File: src/rtl/neander_control_unit.sv
// rtl/neander_control_unit.sv - Moore control FSM for the Neander accumulator CPU
module neander_control_unit (
    input  logic       clk,
    input  logic       reset,
    input  logic [3:0] opcode,
    input  logic       n_flag,
    input  logic       z_flag,
    output logic       sel_pc,
    output logic       sel_ac,
    output logic       load_rem,
    output logic       load_rdm,
    output logic       load_ri,
    output logic       load_pc,
    output logic       load_ac,
    output logic       load_nz,
    output logic       inc_pc,
    output logic       mem_rd,
    output logic       mem_wr,
    output logic [2:0] alu_op,
    output logic       instr_done,
    output logic       halted
);

    typedef enum logic [4:0] {
        S_F0, S_F1, S_F2, S_F3, S_DEC,
        S_NOP, S_A0, S_A1, S_A2, S_A3,
        S_S0, S_S1, S_O0, S_O1, S_O2,
        S_NOT, S_J3, S_SKIP, S_HLT, S_HALT
    } state_t;

    // Instruction class latched at DEC so the shared A0..A3 states know where to go next.
    typedef enum logic [2:0] {
        K_STA, K_LDA, K_ADD, K_OR, K_AND, K_JMP
    } kind_t;

    state_t state, state_next;
    kind_t  kind, kind_next;

    always_ff @(posedge clk) begin
        if (reset) begin
            state <= S_F0;
            kind  <= K_JMP;
        end else begin
            state <= state_next;
            kind  <= kind_next;
        end
    end

    always_comb begin
        state_next = state;
        kind_next  = kind;
        sel_pc     = 1'b0;
        sel_ac     = 1'b0;
        load_rem   = 1'b0;
        load_rdm   = 1'b0;
        load_ri    = 1'b0;
        load_pc    = 1'b0;
        load_ac    = 1'b0;
        load_nz    = 1'b0;
        inc_pc     = 1'b0;
        mem_rd     = 1'b0;
        mem_wr     = 1'b0;
        alu_op     = 3'b000;
        instr_done = 1'b0;
        halted     = 1'b0;

        case (state)
            S_F0: begin
                sel_pc     = 1'b1;
                load_rem   = 1'b1;
                state_next = S_F1;
            end
            S_F1: begin
                mem_rd     = 1'b1;
                inc_pc     = 1'b1;
                state_next = S_F2;
            end
            S_F2: begin
                load_rdm   = 1'b1;
                state_next = S_F3;
            end
            S_F3: begin
                load_ri    = 1'b1;
                state_next = S_DEC;
            end
            S_DEC: begin
                case (opcode)
                    4'b0001: begin state_next = S_A0; kind_next = K_STA; end
                    4'b0010: begin state_next = S_A0; kind_next = K_LDA; end
                    4'b0011: begin state_next = S_A0; kind_next = K_ADD; end
                    4'b0100: begin state_next = S_A0; kind_next = K_OR;  end
                    4'b0101: begin state_next = S_A0; kind_next = K_AND; end
                    4'b0110: state_next = S_NOT;
                    4'b1000: begin state_next = S_A0; kind_next = K_JMP; end
                    4'b1001: begin
                        state_next = n_flag ? S_A0 : S_SKIP;
                        kind_next  = K_JMP;
                    end
                    4'b1010: begin
                        state_next = z_flag ? S_A0 : S_SKIP;
                        kind_next  = K_JMP;
                    end
                    4'b1111: state_next = S_HLT;
                    default: state_next = S_NOP;
                endcase
            end
            S_NOP: begin
                instr_done = 1'b1;
                state_next = S_F0;
            end
            S_A0: begin
                sel_pc     = 1'b1;
                load_rem   = 1'b1;
                state_next = S_A1;
            end
            S_A1: begin
                mem_rd     = 1'b1;
                inc_pc     = 1'b1;
                state_next = S_A2;
            end
            S_A2: begin
                load_rdm   = 1'b1;
                state_next = (kind == K_JMP) ? S_J3 : S_A3;
            end
            S_A3: begin
                load_rem   = 1'b1;
                state_next = (kind == K_STA) ? S_S0 : S_O0;
            end
            S_S0: begin
                sel_ac     = 1'b1;
                load_rdm   = 1'b1;
                state_next = S_S1;
            end
            S_S1: begin
                mem_wr     = 1'b1;
                instr_done = 1'b1;
                state_next = S_F0;
            end
            S_O0: begin
                mem_rd     = 1'b1;
                state_next = S_O1;
            end
            S_O1: begin
                load_rdm   = 1'b1;
                state_next = S_O2;
            end
            S_O2: begin
                load_ac    = 1'b1;
                load_nz    = 1'b1;
                instr_done = 1'b1;
                case (kind)
                    K_ADD:   alu_op = 3'b001;
                    K_OR:    alu_op = 3'b010;
                    K_AND:   alu_op = 3'b011;
                    default: alu_op = 3'b000;
                endcase
                state_next = S_F0;
            end
            S_NOT: begin
                load_ac    = 1'b1;
                load_nz    = 1'b1;
                alu_op     = 3'b100;
                instr_done = 1'b1;
                state_next = S_F0;
            end
            S_J3: begin
                load_pc    = 1'b1;
                instr_done = 1'b1;
                state_next = S_F0;
            end
            S_SKIP: begin
                inc_pc     = 1'b1;
                instr_done = 1'b1;
                state_next = S_F0;
            end
            S_HLT: begin
                halted     = 1'b1;
                instr_done = 1'b1;
                state_next = S_HALT;
            end
            S_HALT: begin
                halted     = 1'b1;
            end
            default: state_next = S_F0;
        endcase
    end

endmodule

File: config.mk
export PLATFORM = sky130hd
export DESIGN_NAME = neander_control_unit
export DESIGN_NICKNAME = d
export VERILOG_FILES = /design/src/rtl/neander_control_unit.sv
export SDC_FILE = /design/constraint.sdc
export NUM_CORES = 1
export LEC_CHECK = 0
export BUFFER_PORTS_ARGS = -buffer_cell sky130_fd_sc_hd__buf_2
export CORE_ASPECT_RATIO = 1.1
export CORE_MARGIN = 4
export CORE_UTILIZATION = 45
export DETAILED_ROUTE_END_ITERATION = 8
export GPL_TIMING_DRIVEN = 1
export PLACE_DENSITY_LB_ADDON = 0.08
export SLEW_MARGIN = 20
export SYNTH_ARGS = -nofsm -noshare
export SYNTH_HDL_FRONTEND = slang
export SYNTH_SLANG_ARGS = --single-unit
File: constraint.sdc
create_clock -name clk -period 1.8 [get_ports clk]
set_input_delay 0.09 -clock clk [delete_from_list [all_inputs] [get_ports clk]]
set_output_delay 0.09 -clock clk [all_outputs]
set_load 0.01 [all_outputs]
After elaboration in Yosys (flattened, before gate mapping)
Cells that the tools add are included.
Operators by class
  mux-type cells: 21
  reductions and logical operators: 14
  equality and inequality tests: 33
Operator list (number)
  one-hot mux 5 bit (14 select lines): 1
  equality test 5 x 4 -> 1 bit (second input constant): 8
  one-hot mux 5 bit (5 select lines): 1
  equality test 5 x 3 -> 1 bit (second input constant): 4
  equality test 5 bit (second input constant): 4
  one-hot mux 3 bit (6 select lines): 1
  equality test 4 bit (second input constant): 4
  2-to-1 mux 5 bit: 3
  equality test 4 x 3 -> 1 bit (second input constant): 3
  2-to-1 mux 1 bit: 12
  OR reduction 3 bit: 4
  equality test 5 x 2 -> 1 bit (second input constant): 2
  equality test 4 x 2 -> 1 bit (second input constant): 2
  OR reduction 7 bit: 1
  equality test 3 x 2 -> 1 bit (second input constant): 2
  equality test 3 bit (second input constant): 2
  one-hot mux 2 bit (3 select lines): 1
  one-hot mux 3 bit (2 select lines): 1
  nonzero test 6 bit: 1
  OR reduction 2 bit: 3
  OR reduction 6 bit: 1
  equality test 5 x 1 -> 1 bit (second input constant): 1
  zero test 5 bit: 1
  equality test 4 x 1 -> 1 bit (second input constant): 1
  4 further kinds: 4
Word-level totals
  input port bits: 8
  register bits after elaboration: 8
  output and inout bits: 16

Longest topological paths before layout
Gate-level depths: netlist (run 1).
  word-level depth: 4
  mapped depth: 7
  depth with buffers taken out: 5

Worst setup path after synthesis (run 1)
Ideal clock, no wire load.
  path kind: register -> output
  start point: register state[2]
  end point: output alu_op[0]
  slack: 0.347 ns
  arrival: 1.363 ns
  cell stages (with the launch flop): 6
  cell sequence: dfxtp_1 > buf_6 > buf_6 > nand2_2 > or4_1 > nor3_1
On the way
  longest elaborated chain between the ends: 2
RTL lines
  start: declaration: line 36  | state_t state, state_next;
  start signal: assignment: line 44  | state <= state_next;
  equality test 5 x 4 -> 1 bit: line 67  | case (state)
  one-hot mux 3 bit (2 select lines) *: line 67
  end: declaration: line 19  | output logic [2:0] alu_op,
Every way passes the cells marked *; elsewhere a longest branch is shown, timed or not.

Final worst setup path (run 1)
  start point: register state[2]
  end point: output load_rem
On the way
  longest elaborated chain between the ends: 3
RTL lines
  equality test 5 x 4 -> 1 bit (tied with other cells): line 67
  OR reduction 3 bit (no line) *
  2-to-1 mux 1 bit *: line 67
  end: declaration: line 10  | output logic load_rem,
Marked as above.

==> results of run 1 <==
-- area by class of cell --
type,instances,area [um2],area share
Multi-Input combinational cell,128,842,0.640
Timing Repair Buffer,36,213,0.162
Sequential cell,8,168,0.127
Tap cell,30,37.5,0.0285
Inverter,5,32.5,0.0247
Clock buffer,3,22.5,0.0171
-- flip-flops by register name, indices dropped and copies added (netlist names) --
name   flops
state      5
kind       3
-- power by group through the flow --
stage                     sequential, uW  combinational (uW)  clock, uW
after floorplan                      235                 680          0
after global placement               316                 820          0
after detailed placement             323                 821          0
after CTS                            329                 829        155
after global routing                 325                 985        165
final                                317                 897        147
-- kinds of logic (layout without fill, tap and decap cells) --
| group | Yosys count | after routing | share of synthesized area |
|---|---|---|---|
| xor+xnor | 2 | 2 | 0.0153 |
| buf+inv | 21 | 44 | 0.126 |
| simple gates | 77 | 77 | 0.398 |
| flops | 8 | 8 | 0.140 |
| fa+ha+maj | 1 | 1 | 0.00872 |
| compound gates | 48 | 48 | 0.312 |
-- how the worst max path moves through the flow --
stage / start / to / slack, ns
finish: state[2] / load_rem / 0.10
global route: state[2] / load_rem / 0.02
CTS: state[3] / alu_op[0] / 0.01
detailed placement: state[1] / alu_op[0] / 0.12
global placement: state[1] / alu_op[0] / 0.17
floorplan: state[2] / alu_op[0] / 0.35
-- through the flow --
stage	std cells	power [uW]	worst slack (ns)	hold WS [ns]
2_1_floorplan	157	915	0.347	0.159
3_3_place_gp	204	1140	0.172	0.387
3_5_place_dp	204	1140	0.116	0.401
4_1_cts	207	1310	0.0141	0.118
5_1_grt	210	1480	0.0172	0.125
6_report	210	1360	0.103	0.133
-- Yosys cell counts, types with 2 or more instances --
library cell / count
nor2_2: 2
nand2_1: 13
o31ai_1: 4
a21o_1: 3
inv_2: 2
o21ai_0: 9
and3_1: 2
nand3_1: 3
nand3b_1: 3
a2bb2oi_1: 2
xnor2_1: 2
nand2b_1: 7
inv_1: 2
a21oi_1: 11
dfxtp_1: 8
nor3_1: 12
nor4_1: 3
buf_2: 3
clkbuf_1: 4
buf_4: 3
o21bai_1: 2
nand2_2: 3
buf_6: 5
nor2_1: 17
-- what timing repair did --
action,in CTS,in global routing
hold buffers,0,0
hold endpoints to repair,0,0
gates resized for setup,4,1
endpoints found under the setup margin,3,2
setup buffers,0,3
-- layer usage --
layer,vias to the layer above,wire [um],GRT usage
li1,629,-,-
met1,563,1420,0.230
met2,42,1540,0.339
met3,12,148,0.0213
met4,0,114,0.122
met5,-,0,0
-- cell usage in the layout (no fill, tap or decap), types with 2 or more instances in the layout --
master	n
buf_2	23
nor4_1	3
nand3_1	3
nand2b_1	7
xnor2_1	2
nand2_2	3
clkbuf_4	3
o31ai_1	4
nor3_1	12
inv_2	2
nand2_1	13
dfxtp_2	3
a21oi_1	11
inv_1	2
dfxtp_1	4
nor2_2	2
nor2_1	17
a21o_1	3
nand3b_1	3
a2bb2oi_1	2
and3_1	2
buf_4	13
o21ai_0	9
o21bai_1	2
==> results.txt, run 1 <==
----------------------------------------------------
[Critical path]
  CP Data Required Time ... 1.71 ns
  Endpoint of the lowest-slack register-to-register path ... state[0]
  Max stage delay on crit path ... 0.47 ns
  Start-to-end type of the worst setup path ... flip-flop to output pin
  Register-to-register path setup slack ... 0.21 ns
  Capturing element type of the critical path ... output pin
  Critical R2R Launch ... state[1]
  Crit path arrival time ... 1.61 ns
  Element type at the critical path start ... flip-flop
  Worst-path fanout max ... 8
  FF-to-FF path depth ... 5
  Category of cells accounting for the largest share of critical-path delay ... flip-flops
  Worst path buffer plus inverter count ... 2
  Cells along the critical path ... buf_4 > nand2_2 > a21o_1 > o22a_1 > nor2_1 > buf_2
  Cell with the largest stage delay on the worst path ... dfxtp_2
  WP depth ... 6

[Clock tree]
  Num CTS Buffers ... 3
  Clk buf depth ... 2
  Clock transition at path regs ... 0.06 ns
  Clock latency reported for the late side of the worst-skew pair ... 0.26 ns
  TritonCTS clock tree ... yes
  # H-tree levels ... 1
  Num Clock Sinks ... 8
  Library cell used as clock root buffer ... clkbuf_4

[Synth]
  Portion of synthesized cell area occupied by the leading cell type ... 0.140
  Syn avg cell area ... 7.31 um2
  Main flop type after synthesis ... dfxtp_1
  Total number of yosys warnings ... 0
  Synthesis-stage register bit count ... 8
  Sequential-to-total area share from yosys stat ... 0.140
  Post-synth cell types ... 56
  Ranking of synthesized cells by area ... dfxtp_1 (14%), nor2_1 (5.6%), nor3_1 (5.2%)
  Cells after Synth ... 157
  Area leader, netlist ... dfxtp_1
  Share of synthesized registers carrying an async set or reset ... 0
  Number of synthesized flops with an enable pin ... 0
  Synth Net Count ... 165
  Netlist Area Pre-Place ... 1150 um2

[STA]
  Setup repair after global routing missed its margin ... false
  Remaining max-slew budget at the tightest pin ... 0.737
  Max Slew Vio Count ... 0
  Highest achievable clock rate ... 589 MHz
  Final sum of negative setup slack ... 0 ns
  Total setup violations reported at the end of the flow ... 0
  Min cycle time layout ... 1.70 ns
  Period utilization ... 0.943
  Hold Vio Cnt, Final ... 0
  Worst Max-Slew Pin Slew ... 0.394 ns
  Layout Skew ... 0.00571 ns

[Drt]
  Routed wirelength normalized by instance count ... 15.3 um
  Number of optimization iterations in the first detailed-route pass ... 4
  Via Count ... 1246
  Ratio of routed vias to standard cells ... 5.93
  Iteration-0 DRC Markers ... 43
  Post-route antenna net violation count ... 0
  DRC Markers ... 0
  Wire length reported by the detailed router ... 3220 um

[Floorplan]
  Number of placement rows ... 18
  Die ar. ... 3420 um2
  I/O Pins ... 24
  Initial core utilization ... 0.490
  Core Region ... 2340 um2
  Vert. Die Dim ... 61.0 um
  Die width ... 56.1 um

[Worst hold path]
  Hold path startpoint ... reset
  Tightest Hold Check Type ... primary input to flip-flop
  Instance count along the most critical hold path ... 2
  Hold EP ... kind[1]

[Pwr]
  Switching power ... 650 uW
  Sequential fraction of design power ... 0.233
  Power per unit of standard cell area ... 1030 nW/um2
  Worst IR drop on VDD ... 0.000824 V
  Portion of total power attributed to the clock network ... 0.108
  P_leak ... 0.000560 uW
  Switching power as a share of total power ... 0.478
  Cell-internal power ... 711 uW
  Portion of total power attributed to combinational logic ... 0.659

[Global routing]
  Overall global routing resource usage ... 0.194
  Via count of the first global-routing pass ... 1156
  Overflow left after global routing ... 0
  Number of antenna violations at the first check in global routing ... 0
  First-pass GRT wire length ... 5210 um
  Largest net degree at the start of global routing ... 21

[Cells and area]
  Layout overhead on the synthesized area ... 14.6%
  Number of fill cells ... 245
  Final core occ ... 0.561
  Fraction of final layout cells sized beyond drive strength 1 ... 0.344
  Final instance area ... 1320 um2
  Layout net count ... 190
  Final antenna diode count ... 0

[Place]
  Port buffer count ... 23
  Cell area after placement ... 1260 um2
  Final weighted congestion in routability-driven placement ... 0.892
  DPL Wire Length ... 2450 um

[Run status]
  Run status ... finished, final reports clean

[Run]
  Max-cap viol count ... 0

----------------------------------------------------
(Power assumes the default switching activity.)
==> run 2: changes to the inputs <==
- RECOVER_POWER: unset -> 25
==> results.txt, run 2 (synthesized netlist as in run 1, its figures left out) <==
----------------------------------------------------
[Critical path]
  Worst path buffer plus inverter count ... 2
  Crit path arrival time ... 1.61 ns
  Max stage delay on crit path ... 0.47 ns
  Worst-path fanout max ... 8
  Cell with the largest stage delay on the worst path ... dfxtp_2
  Start-to-end type of the worst setup path ... flip-flop to output pin
  Element type at the critical path start ... flip-flop
  CP Data Required Time ... 1.71 ns
  Category of cells accounting for the largest share of critical-path delay ... flip-flops
  Cells along the critical path ... buf_4 > nand2_2 > a21o_1 > o22a_1 > nor2_1 > buf_2
  Capturing element type of the critical path ... output pin

[Clock tree]
  Clock transition at path regs ... 0.06 ns
  Clk buf depth ... 2
  Num Clock Sinks ... 8
  # H-tree levels ... 1
  Library cell used as clock root buffer ... clkbuf_4
  Num CTS Buffers ... 3
  TritonCTS clock tree ... yes
  Number of buffers inserted by hold repair at cts ... 0
  Clock latency reported for the late side of the worst-skew pair ... 0.26 ns

[Floorplan]
  Die ar. ... 3420 um2
  Initial core utilization ... 0.490
  I/O Pins ... 24
  Vert. Die Dim ... 61.0 um
  Core Region ... 2340 um2
  Die width ... 56.1 um
  Number of placement rows ... 18

[Global routing]
  Overall global routing resource usage ... 0.194
  Largest net degree at the start of global routing ... 21
  First-pass GRT wire length ... 5210 um
  Met2 routing resource usage after global routing ... 0.339
  Met1 Resource Use GR ... 0.230
  Via count of the first global-routing pass ... 1156
  Overflow left after global routing ... 0
  Most crowded layer after global routing ... met2
  Number of antenna violations at the first check in global routing ... 0
  Met3 usage ... 0.0213

[Drt]
  Post-route antenna net violation count ... 0
  Via Count ... 1267
  DRC Markers ... 0
  Ratio of routed vias to standard cells ... 6.03
  Iteration-0 DRC Markers ... 52
  Routed wirelength normalized by instance count ... 15.4 um
  Number of optimization iterations in the first detailed-route pass ... 4
  Wire length reported by the detailed router ... 3230 um

[Pwr]
  Power per unit of standard cell area ... 1040 nW/um2
  Worst IR drop on VDD ... 0.000825 V
  Post-route total power ... 1340 uW
  P_leak ... 0.000544 uW

[STA]
  Final sum of negative setup slack ... 0 ns
  Period utilization ... 0.947
  Min cycle time layout ... 1.70 ns
  Layout Skew ... 0.00751 ns
  Worst Hold Margin ... 0.117 ns
  Highest achievable clock rate ... 587 MHz
  Hold Vio Cnt, Final ... 0
  Final Worst Setup Slack ... 0.0957 ns
  Max Slew Vio Count ... 0
  Remaining max-slew budget at the tightest pin ... 0.577
  Total setup violations reported at the end of the flow ... 0
  Setup repair after global routing missed its margin ... false
  Worst Max-Slew Pin Slew ... 0.632 ns

[Cells and area]
  Commonest non-fill, non-tap cell in the layout ... buf_2
  Number of flip-flops in the largest register ... 5
  Area of the multi-input gates ... 826 um2
  Fraction of final layout cells sized beyond drive strength 1 ... 0.322
  Reg area ... 168 um2
  Commonest cells after routing, fill and taps aside ... buf_2 (20), nor2_1 (17), nand2_1 (13)
  Top Registers ... state x5, kind x3
  Layout overhead on the synthesized area ... 12.7%
  Number of fill cells ... 249
  Register with the highest flop count ... state
  Layout net count ... 190
  Final instance area ... 1290 um2
  Final antenna diode count ... 0

[Place]
  DPL Wire Length ... 2450 um
  Worst slack at placement ... 0.116 ns
  Port buffer count ... 23
  Final weighted congestion in routability-driven placement ... 0.892
  Cell area after placement ... 1260 um2

[Worst hold path]
  Tightest Hold Check Type ... primary input to flip-flop

[Run]
  Max-cap viol count ... 0

[Run status]
  Run status ... finished, final reports clean

----------------------------------------------------
run 2: power by group:
part / switching, uW / internal [uW]
logic: 472 / 408
registers: 97.2 / 219
clock network: 71.3 / 77.0
run 2: repair_timing:
item | in CTS | in global routing
resized for setup | 4 | 1
setup buffers | 0 | 3
endpoints found under the setup margin | 3 | 2
cloned | 0 | 0
run 2: worst paths after layout:
kind | slack (ns) | startpoint | end | depth (start not counted)
worst max register to register | 0.16 | state[4] | kind[1] | 5
worst min-delay path | 0.12 | reset | kind[1] | 2
worst max-delay path | 0.1 | state[2] | load_rem | 6
worst min register to register | 0.56 | state[1] | state[1] | 2
run 2: per-stage QoR:
stage / util / instances
global route: 0.552 / 210
detailed placement: 0.539 / 204
CTS: 0.551 / 207
global placement: 0.539 / 204
floorplan: - / 157
finish: 0.552 / 210
run 2: area by class of cell:
class / count / area share
tap: 30 / 0.0290
multi-input combinational: 128 / 0.639
inverter: 5 / 0.0252
sequential: 8 / 0.130
clock buffer: 3 / 0.0174
timing repair buffer: 36 / 0.160
run 2: routing by layer:
layer  part of all wire  up-vias
met5                  0        -
met4              0.031        0
met3              0.044       10
met2               0.48       42
met1               0.44      582
li1                   -      633
==> run 3: changes to the inputs <==
- ABC_AREA: unset -> 1
==> results.txt, run 3 <==
----------------------------------------------------
[STA]
  Final sum of negative setup slack ... 0 ns
  Hold Vio Cnt, Final ... 0
  Max Slew Vio Count ... 0
  Min cycle time layout ... 1.63 ns
  Worst Max-Slew Pin Slew ... 0.346 ns
  Period utilization ... 0.904
  Final Worst Setup Slack ... 0.174 ns
  Layout Skew ... 0.00509 ns
  Highest achievable clock rate ... 615 MHz
  Remaining max-slew budget at the tightest pin ... 0.769
  Total setup violations reported at the end of the flow ... 0

[Floorplan]
  Number of placement rows ... 17
  Core Region ... 2000 um2
  Die ar. ... 2880 um2
  I/O Pins ... 24
  Die width ... 51.5 um
  Vert. Die Dim ... 55.9 um
  Initial core utilization ... 0.469

[Cells and area]
  Commonest non-fill, non-tap cell in the layout ... nand2_1
  Number of flip-flops in the largest register ... 5
  Final antenna diode count ... 0
  Register with the highest flop count ... state
  Layout net count ... 216
  Commonest cells after routing, fill and taps aside ... nand2_1 (58), nor2_1 (33), inv_1 (24)
  Number of fill cells ... 255
  Fraction of final layout cells sized beyond drive strength 1 ... 0.204
  Layout overhead on the synthesized area ... 17.9%
  Final instance area ... 1110 um2
  Top Registers ... state x5, kind x3

[Critical path]
  Critical R2R Launch ... state[4]
  Capturing element type of the critical path ... output pin
  Worst-path fanout max ... 5
  Register-to-register path setup slack ... 0.27 ns
  Crit path arrival time ... 1.54 ns
  Endpoint of the lowest-slack register-to-register path ... state[0]
  CP Data Required Time ... 1.71 ns
  Start-to-end type of the worst setup path ... flip-flop to output pin
  Worst setup path endpoint ... instr_done
  FF-to-FF path depth ... 11
  Element type at the critical path start ... flip-flop
  CP startpoint ... state[2]

[Drt]
  Top Layer Used ... met4
  Ratio of routed vias to standard cells ... 5.21
  Routed wire length on met3 ... 162 um
  Met2 layer wire length in the routed design ... 1380 um
  Via Count ... 1220
  DRC Markers ... 0
  Routed wirelength normalized by instance count ... 11.3 um
  Wire length reported by the detailed router ... 2640 um
  Number of optimization iterations in the first detailed-route pass ... 4
  Iteration-0 DRC Markers ... 31
  Post-route met1 wirelength ... 1030 um
  Post-route antenna net violation count ... 0

[Worst hold path]
  Instance count along the most critical hold path ... 2
  Tightest Hold Check Type ... primary input to flip-flop
  Hold path startpoint ... reset

[Run]
  Max-cap viol count ... 0

[Synth]
  Ranking of synthesized cells by area ... nand2_1 (23%), dfxtp_1 (17%), nor2_1 (13%)
  Post-synth cell types ... 21
  Most repeated cell in the gate-level netlist after synthesis ... nand2_1
  Portion of synthesized cell area occupied by the leading cell type ... 0.228
  Cells after Synth ... 181
  Total number of yosys warnings ... 0
  Area leader, netlist ... nand2_1
  Synth Net Count ... 189
  Syn avg cell area ... 5.18 um2
  Sequential-to-total area share from yosys stat ... 0.171
  Share of synthesized registers carrying an async set or reset ... 0
  Netlist Area Pre-Place ... 938 um2
  Main flop type after synthesis ... dfxtp_1
  Number of synthesized flops with an enable pin ... 0
  Synthesis-stage register bit count ... 8
  List of most frequent post-synthesis cells ... nand2_1 (57), nor2_1 (32), inv_1 (24)

[Place]
  DPL Wire Length ... 2250 um
  Cell area after placement ... 1080 um2
  Final weighted congestion in routability-driven placement ... 0.917
  Worst slack at placement ... 0.308 ns
  Port buffer count ... 23

[Global routing]
  First-pass GRT wire length ... 4210 um
  Number of antenna violations at the first check in global routing ... 0
  Overflow left after global routing ... 0
  Overall global routing resource usage ... 0.184
  Via count of the first global-routing pass ... 1090
  Largest net degree at the start of global routing ... 11

[Pwr]
  P_leak ... 0.000694 uW
  Switching power as a share of total power ... 0.494
  Cell-internal power ... 465 uW
  Portion of total power attributed to combinational logic ... 0.577
  Sequential fraction of design power ... 0.268
  Power per unit of standard cell area ... 830 nW/um2
  Switching power ... 453 uW
  Post-route total power ... 918 uW
  Worst IR drop on VDD ... 0.000306 V
  Portion of total power attributed to the clock network ... 0.155

[Clock tree]
  Clk buf depth ... 2
  # H-tree levels ... 1
  Num Clock Sinks ... 8
  TritonCTS clock tree ... yes
  Buffers inserted by post-CTS timing repair ... 0
  Clock latency reported for the late side of the worst-skew pair ... 0.26 ns
  Num CTS Buffers ... 3
  Library cell used as clock root buffer ... clkbuf_4
  Clock transition at path regs ... 0.06 ns

[Run status]
  Run status ... finished, final reports clean

----------------------------------------------------
-- run 3: worst max-delay path, stage by stage, from the launching register on --
cell	delay, ns
dfxtp_1	0.36
nor2_1	0.32
nand2_1	0.15
nor2_1	0.20
nor4_2	0.08
nand2_1	0.06
buf_2	0.12
-- run 3: metrics by stage --
step	util	std cells	hold WS, ns
2_1_floorplan	-	181	0.159
3_3_place_gp	0.541	231	0.323
3_5_place_dp	0.541	231	0.314
4_1_cts	0.552	234	0.0447
5_1_grt	0.553	234	0.0385
6_report	0.553	234	0.0425
-- run 3: routing by layer --
metal | track usage | vias to the layer above
met5 | 0 | -
met4 | 0.0749 | 0
met3 | 0.0349 | 8
met2 | 0.336 | 39
met1 | 0.200 | 547
li1 | - | 626
-- run 3: kinds of logic after synthesis --
logic type,Yosys count,share of synthesized area
flip-flops,8,0.171
buffers and inverters,30,0.124
AND/OR/NAND/NOR,126,0.601
AO/OA/AOI/OAI,17,0.104
-- run 3: cell type report --
class | instances | area, um2 | share of cell area
clock buffers | 3 | 22.5 | 0.0204
inverters | 29 | 109 | 0.0984
multi-input cells | 143 | 663 | 0.600
flip-flops and latches | 8 | 161 | 0.146
well taps | 28 | 35.0 | 0.0317
repair buffers | 23 | 115 | 0.104
-- run 3: power groups by stage --
stage               Sequential, uW  Clock [uW]  Combinational [uW]
global placement               252           0                 528
finish                         246         142                 530
global route                   250         159                 601
detailed placement             252           0                 532
CTS                            249         146                 535
floorplan                      247           0                 387
-- run 3: repair_timing --
action / 4_1_cts / 5_1_grt
gates resized for setup: 0 / 3
endpoints found under the setup margin: 0 / 1
hold buffers: 0 / 0
-- run 3: how the worst min path moves through the flow --
stage / end / slack, ns
2_1_floorplan: state[2] / 0.16
3_3_place_gp: state[2] / 0.32
3_5_place_dp: state[2] / 0.31
4_1_cts: state[2] / 0.04
5_1_grt: state[3] / 0.04
6_report: state[3] / 0.04
